## src/rtl/sha256_pkg.sv

```systemverilog
// Shared SHA-256 constants, types and round/schedule helper functions.
// Used by the nonce core and by the miner top that instantiates the lanes.
package sha256_pkg;

    typedef logic [31:0] word_t;

    typedef enum logic [1:0] {
        IDLE    = 2'd0,
        COMPUTE = 2'd1,
        FINAL   = 2'd2
    } state_t;

    localparam word_t K [64] = '{
        32'h428a2f98, 32'h71374491, 32'hb5c0fbcf, 32'he9b5dba5,
        32'h3956c25b, 32'h59f111f1, 32'h923f82a4, 32'hab1c5ed5,
        32'hd807aa98, 32'h12835b01, 32'h243185be, 32'h550c7dc3,
        32'h72be5d74, 32'h80deb1fe, 32'h9bdc06a7, 32'hc19bf174,
        32'he49b69c1, 32'hefbe4786, 32'h0fc19dc6, 32'h240ca1cc,
        32'h2de92c6f, 32'h4a7484aa, 32'h5cb0a9dc, 32'h76f988da,
        32'h983e5152, 32'ha831c66d, 32'hb00327c8, 32'hbf597fc7,
        32'hc6e00bf3, 32'hd5a79147, 32'h06ca6351, 32'h14292967,
        32'h27b70a85, 32'h2e1b2138, 32'h4d2c6dfc, 32'h53380d13,
        32'h650a7354, 32'h766a0abb, 32'h81c2c92e, 32'h92722c85,
        32'ha2bfe8a1, 32'ha81a664b, 32'hc24b8b70, 32'hc76c51a3,
        32'hd192e819, 32'hd6990624, 32'hf40e3585, 32'h106aa070,
        32'h19a4c116, 32'h1e376c08, 32'h2748774c, 32'h34b0bcb5,
        32'h391c0cb3, 32'h4ed8aa4a, 32'h5b9cca4f, 32'h682e6ff3,
        32'h748f82ee, 32'h78a5636f, 32'h84c87814, 32'h8cc70208,
        32'h90befffa, 32'ha4506ceb, 32'hbef9a3f7, 32'hc67178f2
    };

    // IV[0] (H0) sits in the least significant word.
    localparam logic [7:0][31:0] IV = {
        32'h5be0cd19, 32'h1f83d9ab, 32'h9b05688c, 32'h510e527f,
        32'ha54ff53a, 32'h3c6ef372, 32'hbb67ae85, 32'h6a09e667
    };

    function automatic word_t rightrotate(input word_t x, input int unsigned n);
        return (x >> n) | (x << (32 - n));
    endfunction

    function automatic word_t big_sigma0(input word_t x);
        return rightrotate(x, 2) ^ rightrotate(x, 13) ^ rightrotate(x, 22);
    endfunction

    function automatic word_t big_sigma1(input word_t x);
        return rightrotate(x, 6) ^ rightrotate(x, 11) ^ rightrotate(x, 25);
    endfunction

    function automatic word_t small_sigma0(input word_t x);
        return rightrotate(x, 7) ^ rightrotate(x, 18) ^ (x >> 3);
    endfunction

    function automatic word_t small_sigma1(input word_t x);
        return rightrotate(x, 17) ^ rightrotate(x, 19) ^ (x >> 10);
    endfunction

    function automatic word_t ch(input word_t e, input word_t f, input word_t g);
        return (e & f) ^ (~e & g);
    endfunction

    function automatic word_t maj(input word_t a, input word_t b, input word_t c);
        return (a & b) ^ (a & c) ^ (b & c);
    endfunction

    // Next schedule word from the 16-word rolling window.
    function automatic word_t sched_word(input word_t w14, input word_t w9,
                                         input word_t w1, input word_t w0);
        return small_sigma1(w14) + w9 + small_sigma0(w1) + w0;
    endfunction

endpackage

```

## src/rtl/sha256_round.sv

```systemverilog
// One combinational SHA-256 round. Word 0 of the state vector is a, word 7 is h.
module sha256_round
    import sha256_pkg::*;
(
    input  logic [7:0][31:0] st_in,
    input  logic [31:0]      w,
    input  logic [31:0]      k,
    output logic [7:0][31:0] st_out
);

    word_t t1, t2;

    always_comb begin
        t1 = st_in[7] + big_sigma1(st_in[4]) + ch(st_in[4], st_in[5], st_in[6]) + k + w;
        t2 = big_sigma0(st_in[0]) + maj(st_in[0], st_in[1], st_in[2]);
        st_out    = {st_in[6:0], t1 + t2};
        st_out[4] = st_in[3] + t1;
    end

endmodule

```

## src/rtl/sha256_nonce_core.sv

```systemverilog
// Single-block SHA-256 compression from a midstate with nonce injection,
// ROUNDS_PER_CYCLE rounds per clock. SHA256_NONCE_CORE_DOUBLE_HASH_EN adds a second SHA256d pass.
module sha256_nonce_core
    import sha256_pkg::*;
#(
    parameter int ROUNDS_PER_CYCLE = 1,
    parameter int NONCE_IDX        = 3
) (
    input  logic              clk,
    input  logic              reset,
    input  logic              start,
    input  logic [7:0][31:0]  midstate,
    input  logic [15:0][31:0] block,
    input  logic [31:0]       nonce,
    output logic              busy,
    output logic              done,
    output logic [7:0][31:0]  digest
);

    localparam int R = ROUNDS_PER_CYCLE;

    state_t            state, state_nxt;
    logic [6:0]        rnd, rnd_nxt;
    logic [7:0][31:0]  hsave, work, sum;
    logic [15:0][31:0] w;
    logic [R:0][7:0][31:0]  st_chain;
    logic [R:0][15:0][31:0] w_chain;
`ifdef SHA256_NONCE_CORE_DOUBLE_HASH_EN
    logic              second;
`endif

    assign rnd_nxt     = rnd + 7'(R);
    assign st_chain[0] = work;
    assign w_chain[0]  = w;

    // Round j consumes window word 0 after j shifts, so schedule words chain in-cycle.
    for (genvar j = 0; j < R; j++) begin : g_rnd
        sha256_round u_round (
            .st_in  (st_chain[j]),
            .w      (w_chain[j][0]),
            .k      (K[rnd[5:0] + 6'(j)]),
            .st_out (st_chain[j+1])
        );
        assign w_chain[j+1] = {sched_word(w_chain[j][14], w_chain[j][9],
                                          w_chain[j][1], w_chain[j][0]),
                               w_chain[j][15:1]};
    end

    for (genvar i = 0; i < 8; i++) begin : g_sum
        assign sum[i] = hsave[i] + work[i];
    end

    always_ff @(posedge clk or posedge reset) begin
        if (reset) state <= IDLE;
        else       state <= state_nxt;
    end

    always_comb begin
        state_nxt = state;
        case (state)
            IDLE:    if (start) state_nxt = COMPUTE;
            COMPUTE: if (rnd_nxt == 7'd64) state_nxt = FINAL;
`ifdef SHA256_NONCE_CORE_DOUBLE_HASH_EN
            FINAL:   state_nxt = second ? IDLE : COMPUTE;
`else
            FINAL:   state_nxt = IDLE;
`endif
            default: state_nxt = IDLE;
        endcase
    end

    always_ff @(posedge clk or posedge reset) begin
        if (reset) begin
            busy   <= 1'b0;
            done   <= 1'b0;
            digest <= '0;
            rnd    <= '0;
            hsave  <= '0;
            work   <= '0;
            w      <= '0;
`ifdef SHA256_NONCE_CORE_DOUBLE_HASH_EN
            second <= 1'b0;
`endif
        end else begin
            done <= 1'b0;
            case (state)
                IDLE: if (start) begin
                    hsave        <= midstate;
                    work         <= midstate;
                    w            <= block;
                    w[NONCE_IDX] <= nonce;
                    rnd          <= '0;
                    busy         <= 1'b1;
`ifdef SHA256_NONCE_CORE_DOUBLE_HASH_EN
                    second       <= 1'b0;
`endif
                end
                COMPUTE: begin
                    work <= st_chain[R];
                    w    <= w_chain[R];
                    rnd  <= rnd_nxt;
                end
                FINAL: begin
`ifdef SHA256_NONCE_CORE_DOUBLE_HASH_EN
                    if (!second) begin
                        // Second pass hashes the 256-bit first digest as one padded block.
                        second <= 1'b1;
                        hsave  <= IV;
                        work   <= IV;
                        w      <= {32'h00000100, 192'h0, 32'h80000000, sum};
                        rnd    <= '0;
                    end else begin
                        second <= 1'b0;
                        digest <= sum;
                        done   <= 1'b1;
                        busy   <= 1'b0;
                    end
`else
                    digest <= sum;
                    done   <= 1'b1;
                    busy   <= 1'b0;
`endif
                end
                default: ;
            endcase
        end
    end

endmodule

```

## config.mk

```make
export PLATFORM = sky130hd
export DESIGN_NAME = sha256_nonce_core
export DESIGN_NICKNAME = d
export VERILOG_FILES = /design/src/rtl/sha256_pkg.sv /design/src/rtl/sha256_round.sv /design/src/rtl/sha256_nonce_core.sv
export SDC_FILE = /design/constraint.sdc
export NUM_CORES = 2
export LEC_CHECK = 0
export BUFFER_PORTS_ARGS = -buffer_cell sky130_fd_sc_hd__buf_2
export CAP_MARGIN = 20
export CORE_AREA = 2 2 407 409
export CTS_CLUSTER_DIAMETER = 150
export CTS_CLUSTER_SIZE = 40
export DETAILED_ROUTE_END_ITERATION = 12
export DIE_AREA = 0 0 409 411
export MAX_ROUTING_LAYER = met4
export PLACE_DENSITY = 0.74
export SLEW_MARGIN = 0
export SYNTH_ARGS = -nofsm -noshare
export SYNTH_HDL_FRONTEND = slang
export SYNTH_SLANG_ARGS = --single-unit
```

## constraint.sdc

```tcl
create_clock -name clk -period 53.9 [get_ports clk]
set_input_delay 13.475 -clock clk [delete_from_list [all_inputs] [get_ports clk]]
set_output_delay 13.475 -clock clk [all_outputs]
set_load 0.005 [all_outputs]
```

[Yosys cells after proc, flatten, opt, wreduce, memory -nomap -nowiden]
Memory sizes are Yosys's and may differ from the RTL's.
Index checks and enable logic that the tools add are counted.
W data, S select, Z words.
Storage, ports and cells
  register bits: 1291
  memory bits (read-only): 2048
  bits of input ports: 803
  output and inout bits: 258
  word-level logic and storage cells: 119
  memories kept: 1
Memories
  (no name shown): depth 64, width 32, read ports 1, clocked after Yosys merged registers in 0, write ports 0, line sha256_nonce_core.sv:41  | .k (K[rnd[5:0] + 6'(j)]),
Operators by class
  add/sub/neg operators: 19
  $lt $le $gt $ge: 1
  equality and inequality tests: 5
  mux-type cells: 14
  bitwise gates (word level): 28
  reductions and logical operators: 7
Operators with widths (count)
  $pmux W512 S2: 1
  $add A32 B32 Y32: 18
  $mux W512: 1
  $pmux W256 S2: 1
  $xor A32 B32 Y32: 9
  $mux W256: 1
  $and A32 B32 Y32: 5
  $mux W32: 2
  $not A32 Y32: 1
  $or A10 B32 Y32: 1
  $or A13 B32 Y32: 1
  $or A14 B32 Y32: 1
  $or A15 B32 Y32: 1
  $or A19 B32 Y32: 1
  $or A21 B32 Y32: 1
  $or A25 B32 Y32: 1
  $or A26 B32 Y32: 1
  $or A30 B32 Y32: 1
  $or A7 B32 Y32: 1
  $xor A32 B22 Y32: 1
  $xor A32 B29 Y32: 1
  $pmux W7 S2: 1
  $reduce_and A2 Y1: 4
  $add A7 B1 Y7 const B: 1
  other kinds (13): 17

[Depth between registers and ports, before layout]
  depth in word-level cells: 9
  mapped depth: 38
  gate-level depth less buffers: 36

[Hierarchy]
From an unflattened synthesis, not the netlist that was laid out.
Second synthesis, totals
  cell total of the unflattened synthesis: 10126
  area, all modules: 83430.0 µm²
Modules (own cells, without submodules)
  sha256_nonce_core: times used 1, cells each 8720, area each 72196.7 µm², sequential area each 32306.0 µm²
  sha256_round: times used 1, cells each 1406, area each 11233.3 µm², sequential area each 0.0 µm²

[Worst setup path after synthesis]
OpenSTA, ideal clock, no wires.
  path kind: input -> register
  from: input start
  to: register hsave[128] in the netlist's numbering
  setup time: 0.065 ns
  arrival: 14.903 ns
  required time: 53.835 ns
  path slack: 38.932 ns
  stages: 8
  path buffers: 4
  cell sequence: nor2b_1 > nand2b_1 > clkbuf_1 > clkbuf_1 > clkbuf_1 > clkbuf_1 > nand2_1 > nand2_1
Between the ends
  cells in the longest elaborated chain, start to end: 1
RTL lines
  start: declaration: line sha256_nonce_core.sv:11  | input logic start,
  $reduce_and A2 Y1 (no line)
  end signal: assignment: line sha256_nonce_core.sv:88  | hsave <= midstate;
  end: declaration: line sha256_nonce_core.sv:24  | logic [7:0][31:0] hsave, work, sum;
No other way between the ends.
A chain may end at the register's enable or synchronous reset.

[Worst setup path after layout]
  from: input start
  to: register w[35] in the netlist's numbering
Between the ends
  cells in the longest elaborated chain, start to end: 2
RTL lines
  $ne A2 B2 Y1 (no line)
  $reduce_and A2 Y1 (no line)
  end signal: assignment: line sha256_nonce_core.sv:90  | w <= block;
  end signal: indexed assignment: line sha256_nonce_core.sv:91  | w[NONCE_IDX] <= nonce;
  end signal: assignment: line sha256_nonce_core.sv:100  | w <= w_chain[R];
  end: declaration: line sha256_nonce_core.sv:25  | logic [15:0][31:0] w;
No other way between the ends.

==> metrics.md <==
| Metric | Value |
|---|---|
| First-pass GRT wire length | `450 mm` |
| Avg Cell Area, Syn | `8.39 um2` |
| CP Buf/Inv Count | `6` |
| Initial antenna violation count | `between 80 and 90` |
| Die height | `411 um` |
| Synth Area in XOR/XNOR | `6.40%` |
| FF-to-FF End | `st_chain[31]` |
| Hold buffers post-CTS | `0` |
| Worst path slowest cell | `buf_4` |
| Number of flops mapped to enable cells by yosys | `0` |
| Worst path arrival time | `~20 ns` |
| Unrepaired setup endpoints after global routing | `false` |
| Core area | `164000 um2` |
| FF+latch count, synth | `1291` |
| CTS tree | `done` |
| Crit-path cells | `buf_2 -> nor2b_1 -> nand2b_4 -> buf_4 -> buf_4 -> buf_4 -> buf_4 -> buf_4 -> nand2_1 -> a31oi_1` |
| Reg2reg setup slack | `43.49 ns` |
| Commonest non-fill, non-tap cells in the layout | `nand2_1 (2435), dfrtp_1 (1287), buf_2 (1028)` |
| I/O pin cnt | `1061` |
| Yosys warns | `0` |
| Clock Pin Slew Worst Setup and Hold Paths | `0.14 ns` |
| Chip width | `409 um` |
| H-Tree Depth | `2` |
| CTS buffer count | `40` |
| Input/output buffers | `1028` |
| Critical path type | `input port to flip-flop` |
| Hold crit path type | `flip-flop to flip-flop` |
| CTS Sinks | `1291` |
| Vias in the first global route | `68900` |
| Reg2reg path depth | `34` |
| Fmax | `between 0.05 and 0.06 GHz` |
| Drt initial violations | `8489` |
| Most used cell, CP | `buf_4` |
| Post-Syn Nets | `between 10000 and 15000` |
| Routed WL | `312 mm` |
| Routed length per placed instance | `25.3 um` |
| CP max stage delay | `0.94 ns` |
| Final hold vios | `0` |
| Starting Density | `48.6%` |
| Measured slew at the worst slew-check pin | `1.28 ns` |
| Setup violations, final | `0` |
| Layout cell share with drive strength beyond 1 | `around an eighth` |
| GP Congestion | `1.02` |
| Clock Tree Buf Depth | `3` |
| Clock root buffer master | `clkbuf_16` |
| Synth Area in Simple Gates | `18.7%` |
| Final TNS setup | `0 ns` |
| Post-synthesis mux area share | `less than 1%` |
| Relative slew margins | `~15%` |
| Critical Path End Type | `flip-flop` |
| Predominant post-synthesis flop cell | `dfrtp_1` |
| DRC violations left | `0` |
| Post-synthesis sequential area ratio | `40.5%` |
| Crit share post-route | `35.1%` |
| Pins Over Slew Limit | `0` |
| Final ANT Viol Nets | `0` |
| Largest net degree at the start of global routing | `241` |
| Post-cts sizing count | `0` |
| Crit path depth | `10` |
| CP startpoint | `start` |
| Clk_skew | `0.0680 ns` |
| Netlist Area Pre-Place | `79700 um2` |
| Synth Instances | `9501` |
| Cell family with the largest share of critical-path delay | `buffers and inverters` |
| Critical Path Start Type | `input port` |
| Peak fanout along the critical path | `102` |
| Grt total ovfl | `0` |
| Largest family of logic cells by synthesized area | `simple AND/OR/NAND/NOR gates` |
| Synth Area in Compound Gates | `17.2%` |
| Crit path to | `w[35]` |
| # Max-Cap Violations | `0` |
| Status | `finished, final reports clean` |
| Post-DR vias/cell | `5.89` |
| Die Footprint | `168000 um2` |
| Most common cell after layout, fill and taps aside | `nand2_1` |
| Skew-Pair Late Insertion Delay | `about 0.74 ns` |
| FF-to-FF Start | `rnd[0]` |
| Synth cell types | `81` |
| Final net count | `11400` |
| Setup bufs post-CTS | `0` |
| Rows | `around 150` |
| Minimum clock period | `18.90 ns` |
| Worst EP required | `54.53 ns` |
| Drt pass-1 iters | `7` |
| Vias post-DR | `72700` |
| HPWL Detailed | `242 mm` |
| Synth Area in Adders | `11.3%` |
| Overall Global Routing Usage | `37.0%` |
| Area Growth Syn to Fin | `9.92%` |
| Asr flop ratio synth | `100%` |
==> kinds of logic after synthesis <==
| family | Yosys count |
|---|---|
| compound gates | 2189 |
| simple gates | 3713 |
| mux | 51 |
| xor+xnor | 581 |
| fa+ha+maj | 610 |
| flops | 1291 |
| buf+inv | 1066 |
==> per-stage QoR <==
stage / worst slack [ns] / utilization [%] / hold WS (ns) / std cells / instance area [um2]
2_1_floorplan: 4.04 / - / 0.451 / 9501 / 79700
3_3_place_gp: 34.40 / 52.5 / 0.454 / 12200 / 86100
6_report: 35.00 / 53.5 / 0.491 / 12300 / 87600
3_5_place_dp: 34.38 / 52.5 / 0.465 / 12200 / 86100
5_1_grt: 34.64 / 53.5 / 0.513 / 12300 / 87600
4_1_cts: 35.13 / 53.3 / 0.496 / 12200 / 87300
==> area by class of cell <==
cell class | count | area (um2)
fill | 15400 | 76300
clock buffer | 44 | 1050
timing repair buffer | 1116 | 5990
inverter | 449 | 1690
sequential | 1291 | 32300
multi-input combinational | 7144 | 43400
clock inverter | 10 | 179
tap | 2189 | 2740
antenna | 85 | 213
==> Yosys cell counts, types with 42 or more instances <==
master    number  area [um2]
o31ai_1       42         315
a21o_1       193        1450
o21ai_0      450        2250
nor2b_1       50         313
nor2_1       877        3290
a31oi_1      719        4500
o211ai_1      85         638
xor2_1       235        2060
inv_1        447        1680
and3_1        52         325
nand3_1       70         350
clkbuf_1     561        2110
nand2_1     2435        9140
o21bai_1      54         405
a21oi_1      370        1850
nand2b_1      47         294
buf_1         56         210
fa_1         195        3900
ha_1         393        4920
dfrtp_1     1291       32300
nor3_1        50         250
xnor2_1      345        3020
==> worst min path at each step <==
| stage | endpoint | cells after the start | from |
|---|---|---|---|
| 2_1_floorplan | w[496] | 2 | w[496] |
| 3_3_place_gp | digest[3] | 2 | digest[3] |
| 3_5_place_dp | digest[64] | 2 | digest[64] |
| 4_1_cts | digest[156] | 2 | digest[156] |
| 5_1_grt | digest[104] | 2 | digest[104] |
| 6_report | digest[182] | 2 | digest[182] |
==> sequential cells by signal (all words and copies together) (netlist names) <==
name and flops:
done 1, busy 1, w 512, st_chain 256
hsave 256, rnd 7, state 2, digest 256
==> routing by layer <==
layer	vias to the layer above	track usage, %	part of all wire, %
met5	-	-	0
met4	0	22.3	7.3
met3	708	5.54	8.1
met2	3496	56.7	46
met1	35400	46.4	39
li1	33000	-	-
==> worst reg2reg max path, delay by kind of cell, from the launching register on <==
family                     cells  cell delay (ns)
AOI/OAI and AO/OA             18             3.84
xor gates and xnor gates       3             0.97
adders and majority gates      5             2.67
buffers and inverters          3             0.91
DFF                            1             0.36
and+or+nand+nor                5             1.61
Power is not shown: default switching activity piles up to over one toggle a cycle in this logic, so the estimate is an artifact.
